<file path="src/rtl/alu_pkg.sv">
// Shared definitions for the iterative ALU: function codes, FSM state
// encoding and default widths.
package alu_pkg;

  localparam int ALU_N      = 8;
  localparam int ALU_CODE_W = 2;

  // Function codes; RB and RB_ALT are two encodings of the same pass-through.
  localparam logic [1:0] RB     = 2'd0;
  localparam logic [1:0] RB_ALT = 2'd1;
  localparam logic [1:0] RADD   = 2'd2;
  localparam logic [1:0] RMULT  = 2'd3;

  typedef enum logic [1:0] {
    IDLE = 2'd0,
    MUL  = 2'd1,
    DONE = 2'd2
  } alu_state_e;

endpackage

</file>
<file path="src/rtl/iter_alu_if.sv">
// Request/response bundle of the iterative ALU.
//
// Handshake: a transfer happens on a rising edge where valid and ready are
// both 1. A producer raising valid keeps its payload stable until the
// transfer; ready may be driven independently of valid.
interface iter_alu_if
  import alu_pkg::*;
#(
  parameter int N      = ALU_N,
  parameter int CODE_W = ALU_CODE_W
);

  logic              in_valid;
  logic              in_ready;
  logic [CODE_W-1:0] func;
  logic [N-1:0]      a;
  logic [N-1:0]      b;
  logic              out_valid;
  logic              out_ready;
  logic [N-1:0]      result;
  logic              ovf;

  modport master (
    output in_valid, func, a, b, out_ready,
    input  in_ready, out_valid, result, ovf
  );

  modport slave (
    input  in_valid, func, a, b, out_ready,
    output in_ready, out_valid, result, ovf
  );

endinterface

</file>
<file path="src/rtl/iter_alu_mul.sv">
// Sequential signed fractional multiplier for the iterative ALU.
// a is Q1.(N-1), b is an integer; q = floor(a*b / 2^(N-1)) at full
// precision (N+1 bits) so the caller can detect overflow.
// Magnitudes are multiplied by N shift-add steps over a 2N-bit accumulator;
// the sign is applied at the end. done is high during the cycle in which the
// last step is taken, and q then already reflects that step.
module iter_alu_mul
  import alu_pkg::*;
#(
  parameter int N = ALU_N
) (
  input  logic         clk,
  input  logic         nReset,
  input  logic         start,
  input  logic [N-1:0] a,
  input  logic [N-1:0] b,
  output logic         done,
  output logic [N:0]   q
);

  localparam int CNT_W = $clog2(N + 1);

  logic [2*N-1:0] acc;
  logic [2*N-1:0] acc_step;
  logic [2*N-1:0] prod;
  logic [N-1:0]   mcand;
  logic [N-1:0]   a_mag;
  logic [N-1:0]   b_mag;
  logic [N:0]     add_sum;
  logic           neg;
  logic           busy;
  logic [CNT_W-1:0] cnt;

  // Operand magnitudes, one shift-add step, and the signed, scaled product
  always_comb begin
    a_mag    = a[N-1] ? -a : a;
    b_mag    = b[N-1] ? -b : b;
    add_sum  = acc[0] ? ({1'b0, acc[2*N-1:N]} + {1'b0, mcand})
                      : {1'b0, acc[2*N-1:N]};
    acc_step = {add_sum, acc[N-1:1]};
    prod     = neg ? -acc_step : acc_step;
    q        = (N+1)'($signed(prod) >>> (N - 1));
    done     = busy && (cnt == CNT_W'(N - 1));
  end

  // Load operands on start, then run exactly N iteration steps
  always_ff @(posedge clk or negedge nReset) begin
    if (!nReset) begin
      acc   <= '0;
      mcand <= '0;
      neg   <= 1'b0;
      busy  <= 1'b0;
      cnt   <= '0;
    end else if (start) begin
      acc   <= {{N{1'b0}}, b_mag};
      mcand <= a_mag;
      neg   <= a[N-1] ^ b[N-1];
      busy  <= 1'b1;
      cnt   <= '0;
    end else if (busy) begin
      acc <= acc_step;
      cnt <= cnt + 1'b1;
      if (done) busy <= 1'b0;
    end
  end

endmodule

</file>
<file path="src/rtl/iter_alu.sv">
// Iterative ALU top: pass-through (RB/RB_ALT), add (RADD) and an N-cycle
// fractional multiply (RMULT), with a one-deep result held until taken.
// Optional build macro ALU_SAT_EN: clamp overflowing RADD/RMULT results to
// the signed N-bit range instead of wrapping; ovf is reported either way.
module iter_alu
  import alu_pkg::*;
#(
  parameter int N      = ALU_N,
  parameter int CODE_W = ALU_CODE_W
) (
  input  logic        clk,
  input  logic        nReset,
  iter_alu_if.slave   bus,
  output alu_state_e  dbg_state
);

  alu_state_e   state;
  alu_state_e   state_nx;
  logic         is_mult;
  logic         accept;
  logic         mul_start;
  logic         mul_done;
  logic         load;
  logic [N:0]   mul_q;
  logic [N:0]   alu_full;
  logic [N:0]   full_sel;
  logic         ovf_c;
  logic [N-1:0] res_c;
  logic [N-1:0] result_q;
  logic         ovf_q;

  assign is_mult = (bus.func == CODE_W'(RMULT));

  iter_alu_mul #(.N(N)) u_mul (
    .clk    (clk),
    .nReset (nReset),
    .start  (mul_start),
    .a      (bus.a),
    .b      (bus.b),
    .done   (mul_done),
    .q      (mul_q)
  );

  // State register
  always_ff @(posedge clk or negedge nReset) begin
    if (!nReset) state <= IDLE;
    else         state <= state_nx;
  end

  // Next-state: single-cycle ops skip MUL; DONE waits for the consumer
  always_comb begin
    state_nx = state;
    unique case (state)
      IDLE:    if (bus.in_valid) state_nx = is_mult ? MUL : DONE;
      MUL:     if (mul_done)     state_nx = DONE;
      DONE:    if (bus.out_ready) state_nx = IDLE;
      default: state_nx = IDLE;
    endcase
  end

  // FSM outputs and datapath strobes
  always_comb begin
    bus.in_ready  = (state == IDLE);
    bus.out_valid = (state == DONE);
    accept        = (state == IDLE) && bus.in_valid;
    mul_start     = accept && is_mult;
    load          = (accept && !is_mult) || ((state == MUL) && mul_done);
    dbg_state     = state;
  end

  // Full-precision result selection, overflow detection and wrap/clamp
  always_comb begin
    if (bus.func == CODE_W'(RADD))
      alu_full = {bus.a[N-1], bus.a} + {bus.b[N-1], bus.b};
    else
      alu_full = {bus.b[N-1], bus.b};
    full_sel = (state == MUL) ? mul_q : alu_full;
    ovf_c    = full_sel[N] ^ full_sel[N-1];
`ifdef ALU_SAT_EN
    if (ovf_c)
      res_c = full_sel[N] ? {1'b1, {(N-1){1'b0}}} : {1'b0, {(N-1){1'b1}}};
    else
      res_c = full_sel[N-1:0];
`else
    res_c = full_sel[N-1:0];
`endif
  end

  // Result register: written once per operation, held through DONE
  always_ff @(posedge clk or negedge nReset) begin
    if (!nReset) begin
      result_q <= '0;
      ovf_q    <= 1'b0;
    end else if (load) begin
      result_q <= res_c;
      ovf_q    <= ovf_c;
    end
  end

  assign bus.result = result_q;
  assign bus.ovf    = ovf_q;

endmodule

</file>
<file path="src/flat_wrapper.sv">
// flat-port wrapper written by rule: the top's interface ports become plain ports
module iter_alu_flat import alu_pkg::*;
#(
  parameter int N      = ALU_N,
  parameter int CODE_W = ALU_CODE_W
)
  (clk, nReset, dbg_state, bus_in_valid, bus_func, bus_a, bus_b, bus_out_ready, bus_in_ready, bus_out_valid, bus_result, bus_ovf);
  iter_alu_if #(.N(N), .CODE_W(CODE_W)) bus_i ();
  input  logic clk;
  input  logic nReset;
  output alu_state_e dbg_state;
  input wire logic [$bits(bus_i.in_valid)-1:0] bus_in_valid;
  input wire logic [$bits(bus_i.func)-1:0] bus_func;
  input wire logic [$bits(bus_i.a)-1:0] bus_a;
  input wire logic [$bits(bus_i.b)-1:0] bus_b;
  input wire logic [$bits(bus_i.out_ready)-1:0] bus_out_ready;
  output wire logic [$bits(bus_i.in_ready)-1:0] bus_in_ready;
  output wire logic [$bits(bus_i.out_valid)-1:0] bus_out_valid;
  output wire logic [$bits(bus_i.result)-1:0] bus_result;
  output wire logic [$bits(bus_i.ovf)-1:0] bus_ovf;
  assign bus_i.in_valid = bus_in_valid;
  assign bus_i.func = bus_func;
  assign bus_i.a = bus_a;
  assign bus_i.b = bus_b;
  assign bus_i.out_ready = bus_out_ready;
  assign bus_in_ready = bus_i.in_ready;
  assign bus_out_valid = bus_i.out_valid;
  assign bus_result = bus_i.result;
  assign bus_ovf = bus_i.ovf;
  iter_alu #(.N(N), .CODE_W(CODE_W)) u_core (.clk(clk), .nReset(nReset), .bus(bus_i), .dbg_state(dbg_state));
endmodule
</file>
<file path="config.mk">
export PLATFORM = sky130hd
export DESIGN_NAME = iter_alu_flat
export DESIGN_NICKNAME = d
export VERILOG_FILES = /design/src/rtl/alu_pkg.sv /design/src/rtl/iter_alu_if.sv /design/src/rtl/iter_alu_mul.sv /design/src/rtl/iter_alu.sv /design/src/flat_wrapper.sv
export SDC_FILE = /design/constraint.sdc
export NUM_CORES = 1
export LEC_CHECK = 0
export CORE_MARGIN = 5
export CORE_UTILIZATION = 61
export CTS_CLUSTER_DIAMETER = 50
export DETAILED_ROUTE_END_ITERATION = 16
export PLACE_DENSITY = 0.95
export SKIP_LAST_GASP = 1
export SYNTH_ARGS = -nofsm -noshare
export SYNTH_HDL_FRONTEND = slang
export SYNTH_SLANG_ARGS = --single-unit
</file>
<file path="constraint.sdc">
create_clock -name clk -period 8.9 [get_ports clk]
set_clock_uncertainty 0.2 [all_clocks]
set_input_delay 2.225 -clock clk [delete_from_list [all_inputs] [get_ports clk]]
set_output_delay 2.225 -clock clk [all_outputs]
set_load 0.1 [all_outputs]
</file>
# Word-level counts from Yosys, hierarchy flattened

Cells that the tools add are included.

Register bits after elaboration: 41
Input port bits: 22

Add/subtract/negate cells: 6
Equal/unequal tests: 8
Multiplexer cells: 18
Bitwise logic cells: 2
Reductions and logical operators: 10

Operators by type and width:

| kind                                                                     | number |
|---|---|
| 16-bit 2-to-1 mux                                                        | 3 |
| 9-bit 2-to-1 mux                                                         | 3 |
| 8-bit by 8-bit adder with 9-bit output                                   | 2 |
| 8-bit 2-to-1 mux                                                         | 2 |
| 16-bit negation                                                          | 1 |
| 8-bit negation                                                           | 2 |
| 2-bit 2-to-1 mux                                                         | 4 |
| 4-bit 2-to-1 mux                                                         | 2 |
| 2-bit equality test (second input constant)                              | 3 |
| 2-bit one-hot mux with 3 select lines                                    | 1 |
| 1-bit logical AND                                                        | 5 |
| 4-bit by 1-bit adder with 4-bit output (second input constant)           | 1 |
| 4-bit by 3-bit equality test with 1-bit output (second input constant)   | 1 |
| 2-bit inequality test (second input constant)                            | 2 |
| 1-bit 2-to-1 mux                                                         | 3 |
| 3-bit AND reduction                                                      | 1 |
| 2-bit by 1-bit equality test with 1-bit output (second input constant)   | 1 |
| 2-bit logical NOT                                                        | 1 |
| 2-bit by 1-bit inequality test with 1-bit output (second input constant) | 1 |
| 2-bit nonzero test                                                       | 1 |
| 1-bit XOR                                                                | 2 |
| 1-bit logical NOT                                                        | 1 |
| 1-bit logical OR                                                         | 1 |

# Longest topological paths before layout

Gate-level depths: netlist (run 1).

Depth in word-level cells: 6
Gate-level depth with buffers: 11

# Hierarchy

Synthesis (run 1) repeated with hierarchy kept, for this count alone.

Cell total of the unflattened synthesis: 364
Area, all modules: 3134.3 µm²

Modules (own cells, without submodules):

| module       | times used | cells each | area each (µm²) |
|---|---|---|---|
| iter_alu_mul | 1          | 240        | 2167.1 |
| iter_alu     | 1          | 124        | 967.2 |

# Worst setup path before layout (run 1)

No wires, ideal clock.

Path kind: flip-flop to output port
From: register u_core.state[1] (netlist: u_core.dbg_state[1])
To: output bus_out_valid
Data arrival time: 2.438 ns
Path slack: 4.037 ns
Stages on the path, launching flop included: 2
Path buffers: 0
Cells stage by stage: dfrtp_1 -> nor2b_1

Longest elaborated chain between the ends: 1

Ends and longest elaborated chain:

| what                   | RTL line           | RTL |
|---|---|---|
| from (decl)            | iter_alu.sv:17     | `alu_state_e state;` |
| from (signal assigned) | iter_alu.sv:47     | `else state <= state_nx;` |
| 2-bit equality test    | iter_alu.sv:64     | `bus.out_valid = (state == DONE);` |
| to (decl)              | flat_wrapper.sv:18 | `output wire logic [$bits(bus_i.out_valid)-1:0] bus_out_valid;` |

No other way between the ends.

# Final worst setup path (run 1)

From: input bus_b[0]
To: register u_core.ovf_q (netlist: u_core.bus.ovf)

Longest elaborated chain between the ends: 4

Ends and longest elaborated chain:

| what                                   | RTL line           | RTL |
|---|---|---|
| from (decl)                            | flat_wrapper.sv:15 | `input wire logic [$bits(bus_i.b)-1:0] bus_b;` |
| 8-bit by 8-bit adder with 9-bit output | iter_alu.sv:74     | `alu_full = {bus.a[N-1], bus.a} + {bus.b[N-1], bus.b};` |
| 9-bit 2-to-1 mux                       | iter_alu.sv:73     | `if (bus.func == CODE_W'(RADD))` |
| 9-bit 2-to-1 mux                       | iter_alu.sv:77     | `full_sel = (state == MUL) ? mul_q : alu_full;` |
| 1-bit XOR                              | iter_alu.sv:78     | `ovf_c = full_sel[N] ^ full_sel[N-1];` |
| to (signal assigned)                   | iter_alu.sv:96     | `ovf_q <= ovf_c;` |
| to (decl)                              | iter_alu.sv:30     | `logic ovf_q;` |

No other way between the ends.
A chain may end at the register's enable or synchronous reset.

==> impl_metrics.yaml, run 1 <==
outcome:
  status: "finished clean"
layout:
  nFillCells: 348
  area_growth_pct: 14.9
  final_cell_mix: "48 x nand2_1, 41 x dfrtp_1, 38 x o21ai_0"
  ff_latch_area_um2: 1030
  diodes: 0
  fin_util: 0.712
  mostFrequentLayoutCell: "nand2_1"
  multi_input_area_um2: 1980
  drive_gt1_frac: 0.0744
  fin_nets: 432
sta:
  period_share: 0.552
  setup_tns_ns: 0
  hold_viol_final: 0
  fmax_mhz: 204
  slew_headroom: 0.278
  setup-violations-final: 0
  drv_slew: 0
  rsz0062_at_grt: "false"
  finalCriticalPeriod_ns: 4.91
  worstMarginPinSlew_ns: 1.08
synthesis:
  synth_area_um2: 3120
  ys_seq_area_frac: 0.329
  synth_area_leaders: "dfrtp_1 33%, ha_1 7.6%, o21ai_0 6.1%"
  syn_avg_cell_area_um2: 8.67
  syn-num-nets: 403
  synthArstFlopShare: 1.00
  yosysTopAreaCell: "dfrtp_1"
  yosysWarningCount: 0
  synth-edff-count: 0
  yosysTopAreaCellShare: 0.329
  synth_seq_cells: 41
  synth_ff_type: "dfrtp_1"
  ys_types: 59
  synth_cells: 360
floorplan:
  die_h_um: 81.6
  core_um2: 5040
  pin_count: 35
  rows: 26
  initial_core_util: 0.619
  dieWidth_um: 81.6
  die_area_um2: 6650
critical_path:
  critPathArrivalTime_ns: 4.94
  cp-end-kind: "register"
  slowest_delay_ns: 0.58
  cp_top_family: "compound AO/OA/AOI/OAI gates"
  worstSetupStartpointType: "primary input"
  cpMaxStageDelayCell: "clkdlybuf4s50_1"
  crit_chain: "clkdlybuf4s50_1 -> ha_1 -> inv_1 -> fa_1 -> nor2b_1 -> o21ai_0 -> a21oi_1 -> o311a_1 -> o311a_1 -> o21ai_0 -> or3b_1 -> a31oi_1"
  cp_max_fo: 6
  r2r_slack_ns: 5.62
  crit_buf_inv: 2
  crit_type: "in -> reg"
  required_ns: 8.93
power_and_ir_drop:
  power_density_nw_per_um2: 388
  p_leak_uw: 0.00155
  ir_worst_vdd_uv: 388
drt:
  drc: 0
  first_pass_iters: 4
  wl_um: 7700
  drt_iter0_drc: 181
  antenna_left: 0
  num_vias: 2815
  vias_per_cell: 6.12
  avgRoutedWirePerCell_um: 16.7
clock_network:
  cts_htree_levels: 2
  clk_latency_ns: 0.30
  cts_buffer_depth: 2
  cts_tree: "done"
  ctsHoldBuffers: 0
  numCtsBuffers: 5
  clkSinkCount: 41
  cts_setup_buffers: 0
  ctsResizeCount: 0
  clk_pin_slew_ns: 0.09
  clockRootBuffer: "clkbuf_8"
placement:
  gp_congestion: 0.965
  hpwl_um: 5820
  port_buffers: 34
worst_hold_path:
  hold_class: "reg -> reg"
global_route:
  grt_pass1_wl_um: 13200
  grt_usage: 0.256
  grt_max_degree: 42
  antenna_found_initial: 0
  grt_overflow: 0
  grt_pass1_vias: 2895
job:
  drv_cap: 0
==> cell type report <==
type / count / share of cell area
Multi-Input combinational cell: 293 / 0.553
Sequential cell: 41 / 0.286
Timing Repair Buffer: 36 / 0.0976
Tap cell: 70 / 0.0244
Clock buffer: 6 / 0.0230
Inverter: 12 / 0.0126
Clock inverter: 2 / 0.00384
==> stage by stage <==
stage / total power, uW / setup slack [ns] / instance area (um^2) / hold slack (ns) / std cells
floorplan: 1050 / 4.04 / 3120 / 0.254 / 360
finish: 1390 / 3.99 / 3590 / 0.302 / 460
detailed placement: 1250 / 3.72 / 3490 / 0.283 / 452
CTS: 1390 / 4.03 / 3590 / 0.301 / 460
global placement: 1210 / 3.79 / 3490 / 0.272 / 452
global route: 1490 / 3.81 / 3590 / 0.340 / 460
==> cell usage after synthesis (2+ instances only) <==
library cell  count
nand4_1           5
buf_1             2
a211oi_1         11
nand2b_1          6
clkbuf_1          9
nand2_1          48
xnor2_1          11
buf_6             3
mux2i_1          14
dfrtp_1          41
inv_1            12
o31ai_1           4
nor4b_1           2
o211ai_1          6
or3_1             4
a21oi_1          14
o311ai_0          2
fa_1              2
a21o_1            3
o311a_1           2
o21bai_1          2
xor2_1           10
nor2_1           36
a31oi_1           2
nor2b_1           8
mux2_2            2
ha_1             19
a211o_1           3
o21ai_0          38
nand3_1           5
nor3_1            5
and3_1            2
==> state kept, by name (all words and copies together) (netlist names) <==
register	cells
u_core.bus.ovf	1
u_core.bus.result	8
u_core.dbg_state	2
u_core.u_mul.acc	16
u_core.u_mul.busy	1
u_core.u_mul.cnt	4
u_core.u_mul.mcand	8
u_core.u_mul.neg	1
==> metal layers <==
metal / wire [um] / vias to the layer above / track usage
li1: - / 1350 / -
met1: 3300 / 1332 / 0.333
met2: 3650 / 107 / 0.416
met3: 493 / 26 / 0.0428
met4: 264 / 0 / 0.120
met5: 0 / - / 0
==> cell families after synthesis <==
| group | share of synthesized area |
|---|---|
| buffers and inverters | 0.0385 |
| AO/OA/AOI/OAI | 0.221 |
| multiplexers | 0.0521 |
| XOR/XNOR | 0.0589 |
| AND/OR/NAND/NOR | 0.212 |
| flip-flops | 0.329 |
| adder cells (fa/ha/maj) | 0.0889 |
==> path summary, 6_finish.rpt <==
path / cells after the start / startpoint / to
max in group asynchronous: 1 / nReset / u_core.u_mul.mcand[3]$_DFFE_PN0P_
worst min register to register: 2 / u_core.u_mul.mcand[0]$_DFFE_PN0P_ / u_core.u_mul.mcand[0]$_DFFE_PN0P_
worst max-delay path: 12 / bus_b[0] / u_core.bus.ovf$_DFFE_PN0P_
worst max register to register: 10 / u_core.u_mul.acc[8]$_DFFE_PN0P_ / u_core.bus.ovf$_DFFE_PN0P_
worst min-delay path: 2 / u_core.u_mul.mcand[0]$_DFFE_PN0P_ / u_core.u_mul.mcand[0]$_DFFE_PN0P_
min in group asynchronous: 1 / nReset / u_core.u_mul.acc[4]$_DFFE_PN0P_
==> power by group <==
part / internal, uW / leakage, uW / total [uW] / switching, uW
Sequential: 276 / 0.000492 / 365 / 89.0
Clock: 62.9 / 0.0000512 / 132 / 69.0
Combinational: 317 / 0.00101 / 894 / 578
Total: 656 / 0.00155 / 1390 / 735
==> tightest hold or removal path, delay by kind of cell (launching register included) <==
kind | cells | cell delay [ns]
AOI/OAI and AO/OA | 1 | 0.06
and+or+nand+nor | 1 | 0.05
DFF | 1 | 0.36
No activity file was read; power rests on OpenSTA's default activity.
==> run 2: changes to the inputs <==
Settings changed: CORE_UTILIZATION 61 to 57, PLACE_DENSITY 0.95 to 0.9.
Clock period 8.9 ns to 4.8 ns, I/O delays scaled along.
==> run 2 against run 1 <==
First-iteration DRC count down 36%. Setup slack lost 3.2 ns. Final area grew 0.84%. Sequential share of layout area fell by 0.24 points. Flip-flop and latch count did not move. Hold slack improved by 0.0018 ns. Register-to-register slack got worse by 4.1 ns. Critical path depth is the same. Utilization decreased by 4.2 points. Clock power up 120%.
==> impl_metrics.yaml, run 2 (synthesized netlist as in run 1, its figures left out) <==
clock_network:
  cts_tree: "done"
  clkSinkCount: 41
  clk_latency_ns: 0.30
  cts_htree_levels: 2
  clk_pin_slew_ns: 0.08
  numCtsBuffers: 5
  ctsResizeCount: 0
  ctsHoldBuffers: 0
  cts_setup_buffers: 0
  clockRootBuffer: "clkbuf_8"
  cts_buffer_depth: 2
worst_hold_path:
  hold_depth: 2
  hold_class: "reg -> reg"
  holdPathEnd: "u_core.u_mul.mcand[0]$_DFFE_PN0P_"
  min_from: "u_core.u_mul.mcand[0]$_DFFE_PN0P_"
layout:
  fin_nets: 433
  drive_gt1_frac: 0.0742
  area_growth_pct: 15.9
  final_cell_mix: "48 x nand2_1, 41 x dfrtp_1, 38 x o21ai_0"
  final_cells: 463
  largest_register: "u_core.u_mul.acc"
  diodes: 0
  largest_register_ffs: 16
  mostFrequentLayoutCell: "nand2_1"
placement:
  gp_congestion: 0.886
  numPlacedInstances: 455
  port_buffers: 34
  hpwl_um: 5580
drt:
  antenna_left: 0
  first_pass_iters: 4
  drt_iter0_drc: 115
  num_vias: 2816
  vias_per_cell: 6.08
  wl_um: 7430
  drc: 0
  avgRoutedWirePerCell_um: 16.0
sta:
  drv_slew: 0
  hold_viol_final: 0
  finalCriticalPeriod_ns: 3.97
  hold_slack_ns: 0.304
  rsz0062_at_grt: "false"
  setup-violations-final: 0
  worstMarginPinSlew_ns: 0.991
  period_share: 0.827
  setup_tns_ns: 0
  slew_headroom: 0.337
  fmax_mhz: 252
floorplan:
  rows: 27
  die_area_um2: 7060
  core_um2: 5410
  pin_count: 35
  initial_core_util: 0.578
  die_h_um: 84.0
  dieWidth_um: 84.0
global_route:
  grt_pass1_vias: 2810
  grt_max_degree: 42
  grt_pass1_wl_um: 12900
  grt_overflow: 0
  grt_usage: 0.222
  antenna_found_initial: 0
critical_path:
  r2r_slack_ns: 1.50
  cp_max_fo: 6
  reg2reg_depth: 10
  r2r_end: "u_core.bus.ovf$_DFFE_PN0P_"
  timing.rr.start: "u_core.u_mul.acc[8]$_DFFE_PN0P_"
  critPathArrivalTime_ns: 4.00
  worstSetupStartpointType: "primary input"
  required_ns: 4.83
  crit_type: "in -> reg"
  cp-end-kind: "register"
job:
  drv_cap: 0
power_and_ir_drop:
  ir_worst_vdd_uv: 726
  power_density_nw_per_um2: 720
  p_leak_uw: 0.00157
outcome:
  status: "finished clean"
[run 2: stage by stage]
stage / area (um^2) / utilization / worst slack, ns / power [uW]
after floorplan: 3120 / - / 0.962 / 1950
after global placement: 3500 / 0.648 / 0.731 / 2250
after detailed placement: 3500 / 0.648 / 0.612 / 2300
after CTS: 3620 / 0.669 / 0.864 / 2600
after global routing: 3620 / 0.669 / 0.643 / 2800
final: 3620 / 0.669 / 0.830 / 2610
[run 2: worst max path at each step]
stage / end / depth (start not counted) / from
after detailed placement: u_core.bus.ovf$_DFFE_PN0P_ / 12 / bus_b[0]
after global routing: u_core.bus.ovf$_DFFE_PN0P_ / 12 / bus_b[0]
final: u_core.bus.ovf$_DFFE_PN0P_ / 12 / bus_b[0]
after CTS: u_core.bus.ovf$_DFFE_PN0P_ / 12 / bus_b[0]
after floorplan: bus_out_valid / 1 / u_core.dbg_state[1]$_DFFE_PN0P_
after global placement: u_core.bus.ovf$_DFFE_PN0P_ / 12 / bus_b[0]
[run 2: cell type report]
cell class	count	area, um^2
repair buffers	37	358
multi-input cells	293	1980
well taps	72	90.1
clock buffers	7	86.3
clock inverters	1	30.0
flip-flops and latches	41	1030
fillers	416	1790
inverters	12	45.0
[run 2: power breakdown]
group	internal [uW]	switching (uW)
logic	588	1060
registers	512	158
clock network	170	120
total	1270	1340
[run 2: metal layers]
| layer | share of wire | global-route usage | wire length [um] | vias to the layer above |
|---|---|---|---|---|
| met5 | 0 | 0 | 0 | - |
| met2 | 0.49 | 0.369 | 3640 | 99 |
| met3 | 0.068 | 0.0434 | 502 | 18 |
| met1 | 0.42 | 0.283 | 3120 | 1341 |
| li1 | - | - | - | 1358 |
| met4 | 0.022 | 0.0877 | 162 | 0 |
[run 2: critical path, cell delays in order]
cell and delay, ns:
clkdlybuf4s50_1 0.62, ha_1 0.22, inv_1 0.05, fa_1 0.39, nor2b_1 0.15, o21ai_0 0.12
a21oi_1 0.24, o311a_1 0.21, o311a_1 0.15, o21ai_0 0.11, or3b_1 0.38, a31oi_1 0.16
==> run 3: changes to the inputs <==
Clock period 4.8 ns to 3.7 ns, I/O delays scaled along.
==> run 3 against run 2 <==
Flip-flop and latch count unchanged. Register-to-register slack got worse by 1.1 ns. Global-route usage increased by 0.66 points. Clock power decreased by 6%. Non-clock buffer count increased by 6. Utilization decreased by 0.56 points. Via count increased by 1.1%. Die area unchanged. First-iteration DRC count increased by 83%. Final area decreased by 0.83%. Hold slack got worse by 0.0086 ns.
==> impl_metrics.yaml, run 3 (synthesized netlist as in run 1, its figures left out) <==
global_route:
  grt_usage: 0.229
  grt_pass1_vias: 2814
  grt_max_degree: 42
  grt_pass1_wl_um: 13400
  grt_overflow: 0
  antenna_found_initial: 0
layout:
  largest_register_ffs: 16
  largest_register: "u_core.u_mul.acc"
  fin_nets: 439
  finalInstanceArea_um2: 3590
  diodes: 0
  mostFrequentLayoutCell: "nand2_1"
  final_cell_mix: "48 x nand2_1, 41 x dfrtp_1, 38 x o21ai_0"
  drive_gt1_frac: 0.119
  area_growth_pct: 14.9
floorplan:
  initial_core_util: 0.578
  die_area_um2: 7060
  pin_count: 35
  die_h_um: 84.0
  core_um2: 5410
  rows: 27
  dieWidth_um: 84.0
drt:
  vias_per_cell: 6.09
  antenna_left: 0
  first_pass_iters: 5
  wl_um: 7680
  drc: 0
  drt_iter0_drc: 211
  num_vias: 2846
  avgRoutedWirePerCell_um: 16.4
critical_path:
  crit_type: "in -> reg"
  crit_start: "bus_a[0]"
  cp_max_fo: 3
  timing.rr.start: "u_core.u_mul.acc[8]$_DFFE_PN0P_"
  cp-end-kind: "register"
  crit_chain: "clkdlybuf4s50_1 -> ha_1 -> inv_1 -> fa_1 -> nor2b_1 -> o21ai_0 -> a21oi_1 -> o311a_1 -> o311a_1 -> o21ai_0 -> or3b_1 -> a31oi_1"
  r2r_end: "u_core.bus.ovf$_DFFE_PN0P_"
  crit_path_end: "u_core.bus.ovf$_DFFE_PN0P_"
  reg2reg_depth: 10
  slowest_delay_ns: 0.51
  critPathArrivalTime_ns: 3.61
  cpMaxStageDelayCell: "clkdlybuf4s50_1"
  required_ns: 3.72
  r2r_slack_ns: 0.40
  worstSetupStartpointType: "primary input"
job:
  drv_cap: 0
sta:
  slew_headroom: 0.400
  hold_viol_final: 0
  rsz0062_at_grt: "false"
  setup-violations-final: 0
  worstMarginPinSlew_ns: 0.900
  hold_slack_ns: 0.295
  fmax_mhz: 278
  finalCriticalPeriod_ns: 3.59
  period_share: 0.971
  drv_slew: 0
placement:
  port_buffers: 34
  hpwl_um: 5870
  postPlaceCellArea_um2: 3510
  gp_congestion: 0.872
power_and_ir_drop:
  p_leak_uw: 0.00159
  ir_worst_vdd_uv: 653
  power_density_nw_per_um2: 912
clock_network:
  cts_tree: "done"
  cts_buffer_depth: 2
  clockRootBuffer: "clkbuf_8"
  ctsResizeCount: 0
  clk_pin_slew_ns: 0.08
  cts_htree_levels: 2
  clk_latency_ns: 0.29
  clkSinkCount: 41
  ctsHoldBuffers: 0
  cts_setup_buffers: 0
  numCtsBuffers: 5
worst_hold_path:
  hold_class: "reg -> reg"
  hold_depth: 2
outcome:
  status: "finished clean"
-- run 3: changes by cell type in the layout (fill, tap and decap cells not counted) --
| cell | delta |
|---|---|
| clkbuf_1 | -1 |
| bufinv_16 | -1 |
| clkdlybuf4s50_1 | -13 |
| clkinv_2 | +1 |
| buf_4 | +19 |
| clkbuf_8 | -1 |
-- run 3: final cells by class --
| class | instances | area (um^2) |
|---|---|---|
| Multi-Input combinational cell | 293 | 1980 |
| Fill cell | 424 | 1820 |
| Sequential cell | 41 | 1030 |
| Timing Repair Buffer | 43 | 370 |
| Tap cell | 72 | 90.1 |
| Clock buffer | 5 | 68.8 |
| Inverter | 12 | 45.0 |
| Clock inverter | 1 | 5.00 |
-- run 3: routing by layer --
metal / GRT usage / up-vias / part of all wire
li1: - / 1372 / -
met1: 0.300 / 1360 / 0.43
met2: 0.392 / 98 / 0.50
met3: 0.0296 / 16 / 0.052
met4: 0.0687 / 0 / 0.018
met5: 0 / - / 0
-- run 3: worst min-delay path by stage --
stage                                       from                           endpoint
5_1_grt        u_core.u_mul.mcand[5]$_DFFE_PN0P_  u_core.u_mul.mcand[5]$_DFFE_PN0P_
2_1_floorplan  u_core.u_mul.mcand[0]$_DFFE_PN0P_  u_core.u_mul.mcand[0]$_DFFE_PN0P_
3_3_place_gp   u_core.u_mul.mcand[0]$_DFFE_PN0P_  u_core.u_mul.mcand[0]$_DFFE_PN0P_
4_1_cts        u_core.u_mul.mcand[5]$_DFFE_PN0P_  u_core.u_mul.mcand[5]$_DFFE_PN0P_
3_5_place_dp   u_core.u_mul.mcand[5]$_DFFE_PN0P_  u_core.u_mul.mcand[5]$_DFFE_PN0P_
6_report       u_core.u_mul.mcand[5]$_DFFE_PN0P_  u_core.u_mul.mcand[5]$_DFFE_PN0P_
-- run 3: through the flow --
step	instances	utilization	power, uW	setup slack (ns)	TNS, ns
after floorplan	360	-	2530	0.137	0
after global placement	461	0.650	2890	-0.0135	-0.0135
after detailed placement	461	0.650	2980	-0.136	-0.136
after CTS	467	0.664	3260	0.151	0
after global routing	467	0.664	3520	0.00786	0
final	467	0.664	3270	0.107	0
-- run 3: report_power, final --
group	switching (uW)	total, uW	internal [uW]
logic	1380	2130	746
clock network	147	271	124
registers	210	875	665
total	1740	3270	1530
-- run 3: worst max-delay path, delay by kind of cell --
family | cells | cell delay [ns]
and+or+nand+nor | 2 | 0.52
buffers and inverters | 2 | 0.56
AOI/OAI and AO/OA | 6 | 1.05
adders and majority gates | 2 | 0.55
